## src/rtl/sys_bridge_pkg.sv

```systemverilog
// Shared types and defaults for the sys_bridge_hs IO-bus to system-bus bridge.
package sys_bridge_pkg;

   typedef enum logic [1:0] {
      IDLE = 2'd0,
      REQ  = 2'd1,
      WAIT = 2'd2,
      RESP = 2'd3
   } state_e;

   localparam logic [31:0] BRIDGE_BASE_DEFAULT = 32'hC000_0000;
   localparam logic [31:0] ERR_DATA_DEFAULT    = 32'hDEAD_BEEF;

   localparam int unsigned REGION_MMIO  = 0;
   localparam int unsigned REGION_VIDEO = 1;

endpackage

```

## src/rtl/sys_bridge_decode.sv

```systemverilog
// Combinational window decode: IO byte address -> hit, one-hot region select, word address.
module sys_bridge_decode
   import sys_bridge_pkg::*;
#(
   parameter logic [31:0] BRIDGE_BASE = BRIDGE_BASE_DEFAULT,
   parameter int unsigned ADDR_W      = 21,
   parameter int unsigned NUM_REGION  = 2
) (
   input  logic [31:0]           io_address,
   output logic                  hit_c,
   output logic [NUM_REGION-1:0] cs_c,
   output logic [ADDR_W-1:0]     addr_c
);

   localparam int unsigned RB = $clog2(NUM_REGION);

   logic [RB-1:0] region_idx;
   logic          unused_addr;

   assign hit_c       = (io_address[31:24] == BRIDGE_BASE[31:24]);
   assign region_idx  = io_address[23 -: RB];
   assign cs_c        = NUM_REGION'(1) << region_idx;
   assign addr_c      = io_address[ADDR_W+1:2];
   assign unused_addr = ^io_address;

endmodule

```

## src/rtl/sys_bridge_hs.sv

```systemverilog
// Registered, handshaked MCS IO-bus to system-bus bridge with slave wait states.
// Define BRIDGE_TIMEOUT_EN to add a WAIT-state timeout with an error completion.
module sys_bridge_hs
   import sys_bridge_pkg::*;
#(
   parameter logic [31:0] BRIDGE_BASE = BRIDGE_BASE_DEFAULT,
   parameter int unsigned ADDR_W      = 21,
   parameter int unsigned NUM_REGION  = 2,
   parameter int unsigned TIMEOUT_CYC = 255,
   parameter logic [31:0] ERR_DATA    = ERR_DATA_DEFAULT
) (
   input  logic                  clk,
   input  logic                  reset_n,
   input  logic                  io_addr_strobe,
   input  logic                  io_read_strobe,
   input  logic                  io_write_strobe,
   input  logic [3:0]            io_byte_enable,
   input  logic [31:0]           io_address,
   input  logic [31:0]           io_write_data,
   output logic [31:0]           io_read_data,
   output logic                  io_ready,
   output logic [NUM_REGION-1:0] sys_cs,
   output logic                  sys_rd,
   output logic                  sys_wr,
   output logic [ADDR_W-1:0]     sys_addr,
   output logic [3:0]            sys_be,
   output logic [31:0]           sys_wr_data,
   input  logic [31:0]           sys_rd_data,
   input  logic                  sys_ack,
   output logic                  bus_err
);

   localparam int unsigned RB = $clog2(NUM_REGION);

   generate
      if ((NUM_REGION < 2) || ((NUM_REGION & (NUM_REGION - 1)) != 0)) begin : g_bad_regions
         $error("sys_bridge_hs: NUM_REGION must be a power of 2 and at least 2");
      end
      if ((ADDR_W + 2 + RB) > 24) begin : g_bad_addr_w
         $error("sys_bridge_hs: ADDR_W + 2 + clog2(NUM_REGION) must not exceed 24");
      end
   endgenerate

   logic                  dec_hit;
   logic [NUM_REGION-1:0] dec_cs;
   logic [ADDR_W-1:0]     dec_addr;

   sys_bridge_decode #(
      .BRIDGE_BASE (BRIDGE_BASE),
      .ADDR_W      (ADDR_W),
      .NUM_REGION  (NUM_REGION)
   ) u_decode (
      .io_address (io_address),
      .hit_c      (dec_hit),
      .cs_c       (dec_cs),
      .addr_c     (dec_addr)
   );

   state_e                state_q, state_d;
   logic                  write_q, write_d;
   logic                  miss_q, miss_d;
   logic                  io_ready_q, io_ready_d;
   logic [31:0]           io_read_data_q, io_read_data_d;
   logic [NUM_REGION-1:0] sys_cs_q, sys_cs_d;
   logic                  sys_rd_q, sys_rd_d;
   logic                  sys_wr_q, sys_wr_d;
   logic [ADDR_W-1:0]     sys_addr_q, sys_addr_d;
   logic [3:0]            sys_be_q, sys_be_d;
   logic [31:0]           sys_wr_data_q, sys_wr_data_d;
   logic                  start;
   logic [31:0]           ack_data;

   assign start    = io_addr_strobe & (io_read_strobe | io_write_strobe);
   assign ack_data = write_q ? 32'd0 : sys_rd_data;

`ifdef BRIDGE_TIMEOUT_EN
   localparam int unsigned CNT_W = $clog2(TIMEOUT_CYC + 1);

   logic [CNT_W-1:0] cnt_q, cnt_d;
   logic             bus_err_q, bus_err_d;
   logic             timeout;

   // cnt_q counts completed WAIT cycles; this cycle is the TIMEOUT_CYC-th one
   assign timeout = (32'(cnt_q) + 32'd1) >= 32'(TIMEOUT_CYC);
   assign bus_err = bus_err_q;
`else
   logic unused_cfg;

   assign unused_cfg = ^{ERR_DATA, 32'(TIMEOUT_CYC)};
   assign bus_err    = 1'b0;
`endif

   // Next-state and registered-output logic
   always_comb begin
      state_d        = state_q;
      write_d        = write_q;
      miss_d         = miss_q;
      io_ready_d     = 1'b0;
      io_read_data_d = io_read_data_q;
      sys_cs_d       = sys_cs_q;
      sys_rd_d       = 1'b0;
      sys_wr_d       = 1'b0;
      sys_addr_d     = sys_addr_q;
      sys_be_d       = sys_be_q;
      sys_wr_data_d  = sys_wr_data_q;
`ifdef BRIDGE_TIMEOUT_EN
      cnt_d          = cnt_q;
      bus_err_d      = 1'b0;
`endif

      case (state_q)
         IDLE: begin
            if (start) begin
               // A miss still spends one slot in REQ so every access completes no earlier than cycle 2
               state_d = REQ;
               write_d = io_write_strobe;
               miss_d  = ~dec_hit;
               if (dec_hit) begin
                  sys_cs_d      = dec_cs;
                  sys_rd_d      = ~io_write_strobe;
                  sys_wr_d      = io_write_strobe;
                  sys_addr_d    = dec_addr;
                  sys_be_d      = io_byte_enable;
                  sys_wr_data_d = io_write_data;
               end
            end
         end

         REQ: begin
            if (miss_q) begin
               state_d        = RESP;
               io_ready_d     = 1'b1;
               io_read_data_d = 32'd0;
               sys_cs_d       = '0;
            end else if (sys_ack) begin
               state_d        = RESP;
               io_ready_d     = 1'b1;
               io_read_data_d = ack_data;
               sys_cs_d       = '0;
            end else begin
               state_d = WAIT;
`ifdef BRIDGE_TIMEOUT_EN
               cnt_d   = '0;
`endif
            end
         end

         WAIT: begin
            if (sys_ack) begin
               state_d        = RESP;
               io_ready_d     = 1'b1;
               io_read_data_d = ack_data;
               sys_cs_d       = '0;
            end
`ifdef BRIDGE_TIMEOUT_EN
            else if (timeout) begin
               state_d        = RESP;
               io_ready_d     = 1'b1;
               io_read_data_d = ERR_DATA;
               sys_cs_d       = '0;
               bus_err_d      = 1'b1;
            end else begin
               cnt_d = cnt_q + CNT_W'(1);
            end
`endif
         end

         RESP: begin
            state_d = IDLE;
         end

         default: begin
            state_d  = IDLE;
            sys_cs_d = '0;
         end
      endcase
   end

   always_ff @(posedge clk or negedge reset_n) begin
      if (!reset_n) begin
         state_q        <= IDLE;
         write_q        <= 1'b0;
         miss_q         <= 1'b0;
         io_ready_q     <= 1'b0;
         io_read_data_q <= 32'd0;
         sys_cs_q       <= '0;
         sys_rd_q       <= 1'b0;
         sys_wr_q       <= 1'b0;
         sys_addr_q     <= '0;
         sys_be_q       <= 4'd0;
         sys_wr_data_q  <= 32'd0;
`ifdef BRIDGE_TIMEOUT_EN
         cnt_q          <= '0;
         bus_err_q      <= 1'b0;
`endif
      end else begin
         state_q        <= state_d;
         write_q        <= write_d;
         miss_q         <= miss_d;
         io_ready_q     <= io_ready_d;
         io_read_data_q <= io_read_data_d;
         sys_cs_q       <= sys_cs_d;
         sys_rd_q       <= sys_rd_d;
         sys_wr_q       <= sys_wr_d;
         sys_addr_q     <= sys_addr_d;
         sys_be_q       <= sys_be_d;
         sys_wr_data_q  <= sys_wr_data_d;
`ifdef BRIDGE_TIMEOUT_EN
         cnt_q          <= cnt_d;
         bus_err_q      <= bus_err_d;
`endif
      end
   end

   assign io_ready     = io_ready_q;
   assign io_read_data = io_read_data_q;
   assign sys_cs       = sys_cs_q;
   assign sys_rd       = sys_rd_q;
   assign sys_wr       = sys_wr_q;
   assign sys_addr     = sys_addr_q;
   assign sys_be       = sys_be_q;
   assign sys_wr_data  = sys_wr_data_q;

endmodule

```

## config.mk

```make
export PLATFORM = sky130hd
export DESIGN_NAME = sys_bridge_hs
export DESIGN_NICKNAME = d
export VERILOG_FILES = /design/src/rtl/sys_bridge_pkg.sv /design/src/rtl/sys_bridge_decode.sv /design/src/rtl/sys_bridge_hs.sv
export SDC_FILE = /design/constraint.sdc
export NUM_CORES = 1
export LEC_CHECK = 0
export CELL_PAD_IN_SITES_DETAIL_PLACEMENT = 1
export CELL_PAD_IN_SITES_GLOBAL_PLACEMENT = 1
export CORE_UTILIZATION = 30
export CTS_CLUSTER_SIZE = 25
export DETAILED_ROUTE_END_ITERATION = 6
export PLACE_DENSITY = 0.91
export SYNTH_ARGS = -nofsm -noshare
export SYNTH_HDL_FRONTEND = slang
export SYNTH_SLANG_ARGS = --single-unit
```

## constraint.sdc

```tcl
create_clock -name clk -period 1.9 [get_ports clk]
set_clock_uncertainty 0.05 [all_clocks]
set_input_delay 0.475 -clock clk [delete_from_list [all_inputs] [get_ports clk]]
set_output_delay 0.475 -clock clk [all_outputs]
set_load 0.01 [all_outputs]
```

* After elaboration in Yosys (flattened, before gate mapping) *
Index checks and enable logic that the tools add are counted.

cells by class
  equality and inequality tests = 7
  mux-type cells = 23
  shift operators = 1
  bitwise logic cells = 4
  reductions and logical operators = 7

operators with widths
  cell                                                  count
  2-to-1 mux 32 bit                                     3
  one-hot mux 32 bit (2 select lines)                   1
  2-to-1 mux 2 bit                                      6
  2-to-1 mux 1 bit                                      10
  equality test 8 bit (second input constant)           1
  one-hot mux 2 bit (4 select lines)                    1
  != test 2 bit (second input constant)                 3
  one-hot mux 2 bit (3 select lines)                    1
  AND reduction 3 bit                                   2
  equality test 2 bit (second input constant)           2
  AND reduction 2 bit                                   2
  nonzero test 3 bit                                    1
  equality test 2 x 1 -> 1 bit (second input constant)  1
  zero test 2 bit                                       1
  NOT 1 bit                                             2
  one-hot mux 1 bit (2 select lines)                    1
  nonzero test 2 bit                                    1
  left shift 1 x 1 -> 2 bit (first input constant)      1
  AND 1 bit                                             1
  OR 1 bit                                              1

word-level totals
  register bits after elaboration = 98
  input port bits = 106
  output and inout port bits = 95

* Depth between registers and ports, before layout *
  depth in word-level cells = 4
  mapped depth = 7

* Hierarchy *
A second synthesis with hierarchy kept.

unflattened totals
  cells, all modules = 347
  area, all modules = 4331.7 um^2

modules (own cells, without submodules)
  module             cells each  area each (um^2)  times used
  sys_bridge_hs      321         4139.0            1
  sys_bridge_decode  26          192.7             1

* Least setup slack after synthesis *
OpenSTA, ideal clock, no wires.

  path kind = input -> register
  start point = in io_address[25]
  end point = reg sys_cs_q[0], in the netlist sys_cs[0]
  arrival = 1.528 ns
  required time = 1.729 ns
  path slack = 0.201 ns
  cell stages on the path = 4
  cell sequence = nor4_4 -> nand4_1 -> a221o_1 -> a22o_1

on the way
  longest elaborated chain between the ends = 3

ends and longest elaborated chain
  item                                  line                     RTL
  start: declaration                    sys_bridge_hs.sv:18      input logic [31:0] io_address,
  equality test 8 bit                   sys_bridge_decode.sv:20  assign hit_c = (io_address[31:24] == BRIDGE_BASE[31:24]);
  != test 2 bit (no source line)        --
  AND reduction 3 bit (no source line)  --
  end signal: assignment                sys_bridge_hs.sv:202     sys_cs_q <= sys_cs_d;
  end: declaration                      sys_bridge_hs.sv:64      logic [NUM_REGION-1:0] sys_cs_q, sys_cs_d;

Every way passes these cells.
A chain may end at the register's enable or synchronous reset.

* Final worst setup path *
  start point = in io_address[24]
  end point = reg sys_cs_q[0], in the netlist sys_cs[0]

The elaborated chain is that of the path after synthesis.

==> impl_metrics.json <==
{
  "outcome": "finished clean",
  "start_kind": "input pin",
  "vias": 3191,
  "ys_top_cells_by_area": "dfrtp_1, mux2_2, nor3b_1, a21oi_1, nor2_1",
  "finalSetupViolCount": 0,
  "post_drt_wl_per_cell_um": 17.5,
  "min_period_ns": 1.82,
  "post_cts_buffers": 0,
  "syn_area_mm2": 0.00399,
  "cp_max_fo": 2,
  "cts_inserted_buffers": 9,
  "worstSkewPairLatency_ns": 0.34,
  "setup_slack_ns": 0.0778,
  "fmaxAchievable_mhz": 549,
  "yosys_warnings": 0,
  "grt_pass1_wl_um": 19800,
  "io_pins": 201,
  "critPathKind": "input pin to flop",
  "yosys.area.top_type": "dfrtp_1",
  "regArea_mm2": 0.00245,
  "wl_um": 12100,
  "crit_chain": "clkdlybuf4s50_1, nor4_4, nand4_1, a221o_1, a22o_1",
  "core_mm2": 0.0128,
  "ir_worst_vdd_mv": 0.465,
  "fin_area_mm2": 0.00655,
  "end_kind": "flop",
  "viasPerCell": 4.61,
  "synth-seq-cells": 98,
  "fin_crit_sh_pct": 95.9,
  "critPathLaunch": "io_address[24]",
  "fp.dieH_um": 117,
  "path_delay_family": "compound AO/OA/AOI/OAI gates",
  "overflow": 0,
  "grt_max_degree": 65,
  "area.growth.synth_to_final_pct": 64.2,
  "nNetsFinal": 626,
  "start_util_pct": 31.2,
  "multi_input_area_mm2": 0.00146,
  "critical_path_required_ns": 2.08,
  "avgSynthCellArea_um2": 12.7,
  "synth_top_area_share_pct": 61.5,
  "place.gp.congestion": 0.747,
  "dp_cells": 676,
  "finalHoldViolCount": 0,
  "dp_worst_setup_slack_ns": -0.434,
  "cts_tree": "built",
  "ant_nets": 0,
  "power_mw": 6.25,
  "instances_no_fill": 692,
  "power_density_mw_per_mm2": 953,
  "placed_area_mm2": 0.00625,
  "grt_pass1_vias": 3668,
  "path_buf_inv": 1,
  "antenna_found_initial": 0,
  "clockRootBuffer": "clkbuf_16",
  "clk_pin_slew_ns": 0.07,
  "final_util_pct": 51.3,
  "crit_arrival_ns": 2.00,
  "crit_slowest_cell": "clkdlybuf4s50_1",
  "io_buffers": 197,
  "crit_path_max_incr_delay_ns": 0.46,
  "cts_max_level": 3,
  "timing.max_cap.violations": 0,
  "cts.sinks": 98,
  "timing.hold.ws_ns": 0.437,
  "slew_violations": 0,
  "layout_common_cells": "clkdlybuf4s50_1, dfrtp_1, mux2_2",
  "grt_setup_unrepaired": "false",
  "fillers": 1326,
  "grt_util_all_layers_pct": 18.6,
  "seq_area_frac_synth_pct": 61.5,
  "num_antenna_cells": 0,
  "hold_class": "input pin to async pin",
  "die_area_mm2": 0.0138,
  "p_leak_nw": 2.97,
  "layout_commonest_cell": "clkdlybuf4s50_1",
  "tns_ns": 0,
  "ys_types": 25,
  "row_count": 41,
  "drt_first_pass_iters": 4,
  "drive_gt1_share_pct": 18.7,
  "synth_nets": 423,
  "die_w_um": 117,
  "drt_iter0_markers": 113,
  "timing.rr.start": "state_q[0]",
  "route.detailed.drc": 0,
  "clockBufferDepth": 2,
  "dp_hpwl_um": 9090,
  "postSynthCellCount": 313
}
what timing repair did:
action | in CTS | in global routing
gates resized for setup | 1 | 7
setup endpoints to repair | 18 | 43
endpoints found under the hold margin | 4 | 0
gates cloned | 0 | 0
hold buffers | 1 | 0
pin swaps | 3 | 3
cells in the mapped netlist:
library cell  instances
a211oi_1              1
a21boi_0              2
a21o_2                1
a21oi_1              33
a221o_1               1
a22o_1                2
a32oi_1               1
and2_0                1
buf_2                 6
buf_4                 1
clkbuf_1             13
conb_1                1
dfrtp_1              98
ha_1                  4
inv_1                 5
mux2_2               57
nand2_1               6
nand4_1               1
nand4b_4              1
nor2_1               37
nor2b_1               2
nor3b_1              32
nor4_4                1
o21a_1                1
o21ai_0               5
state kept, by name, summed over array words and instances (netlist names):
| name | count |
|---|---|
| io_read_data | 32 |
| sys_wr_data | 32 |
| sys_addr | 21 |
| sys_be | 4 |
| state_q | 2 |
| sys_cs | 2 |
| io_ready | 1 |
| miss_q | 1 |
| sys_rd | 1 |
| sys_wr | 1 |
| write_q | 1 |
cells by family (layout without fill, tap and decap cells):
group | count (synthesis) | after routing | synth area share [%]
buffers and inverters | 25 | 232 | 2.63
other | 1 | 1 | 0.0940
AOI/OAI and AO/OA | 47 | 47 | 6.65
adders and majority gates | 4 | 4 | 1.25
muxes | 57 | 57 | 16.1
and+or+nand+nor | 81 | 81 | 11.8
DFF | 98 | 98 | 61.5
cell type report:
class | count | area share, %
Inverter | 5 | 0.286
Timing Repair Buffer | 212 | 32.6
Sequential cell | 98 | 37.4
Multi-Input combinational cell | 190 | 22.2
Clock inverter | 5 | 0.477
Clock buffer | 10 | 3.65
Tap cell | 172 | 3.28
report_power, final:
part	switching [mW]	total (mW)	internal [mW]	leakage (nW)
sequential	0.117	2.42	2.30	1.34
clock	0.776	1.69	0.912	0.134
combinational	1.18	2.14	0.959	1.50
total	2.07	6.25	4.17	2.97
routing by layer:
layer,vias to the layer above,track usage (%),wire [µm]
li1,1483,-,-
met1,1548,19.8,4600
met2,149,32.5,6120
met3,11,7.73,1240
met4,0,6.82,138
met5,-,0,0
path summary, 6_finish.rpt:
check | cells after the start | to | slack [ns]
min | 2 | io_read_data[10] | 0.44
min in group clk | 1 | sys_wr_data[1] | 0.46
max reg2reg | 6 | sys_addr[5] | 0.11
max | 5 | sys_cs[0] | 0.08
min reg2reg | 1 | sys_wr_data[1] | 0.46
max in group asynchronous | 3 | sys_wr_data[31] | 0.90
Power figures use the tool's default switching activity.
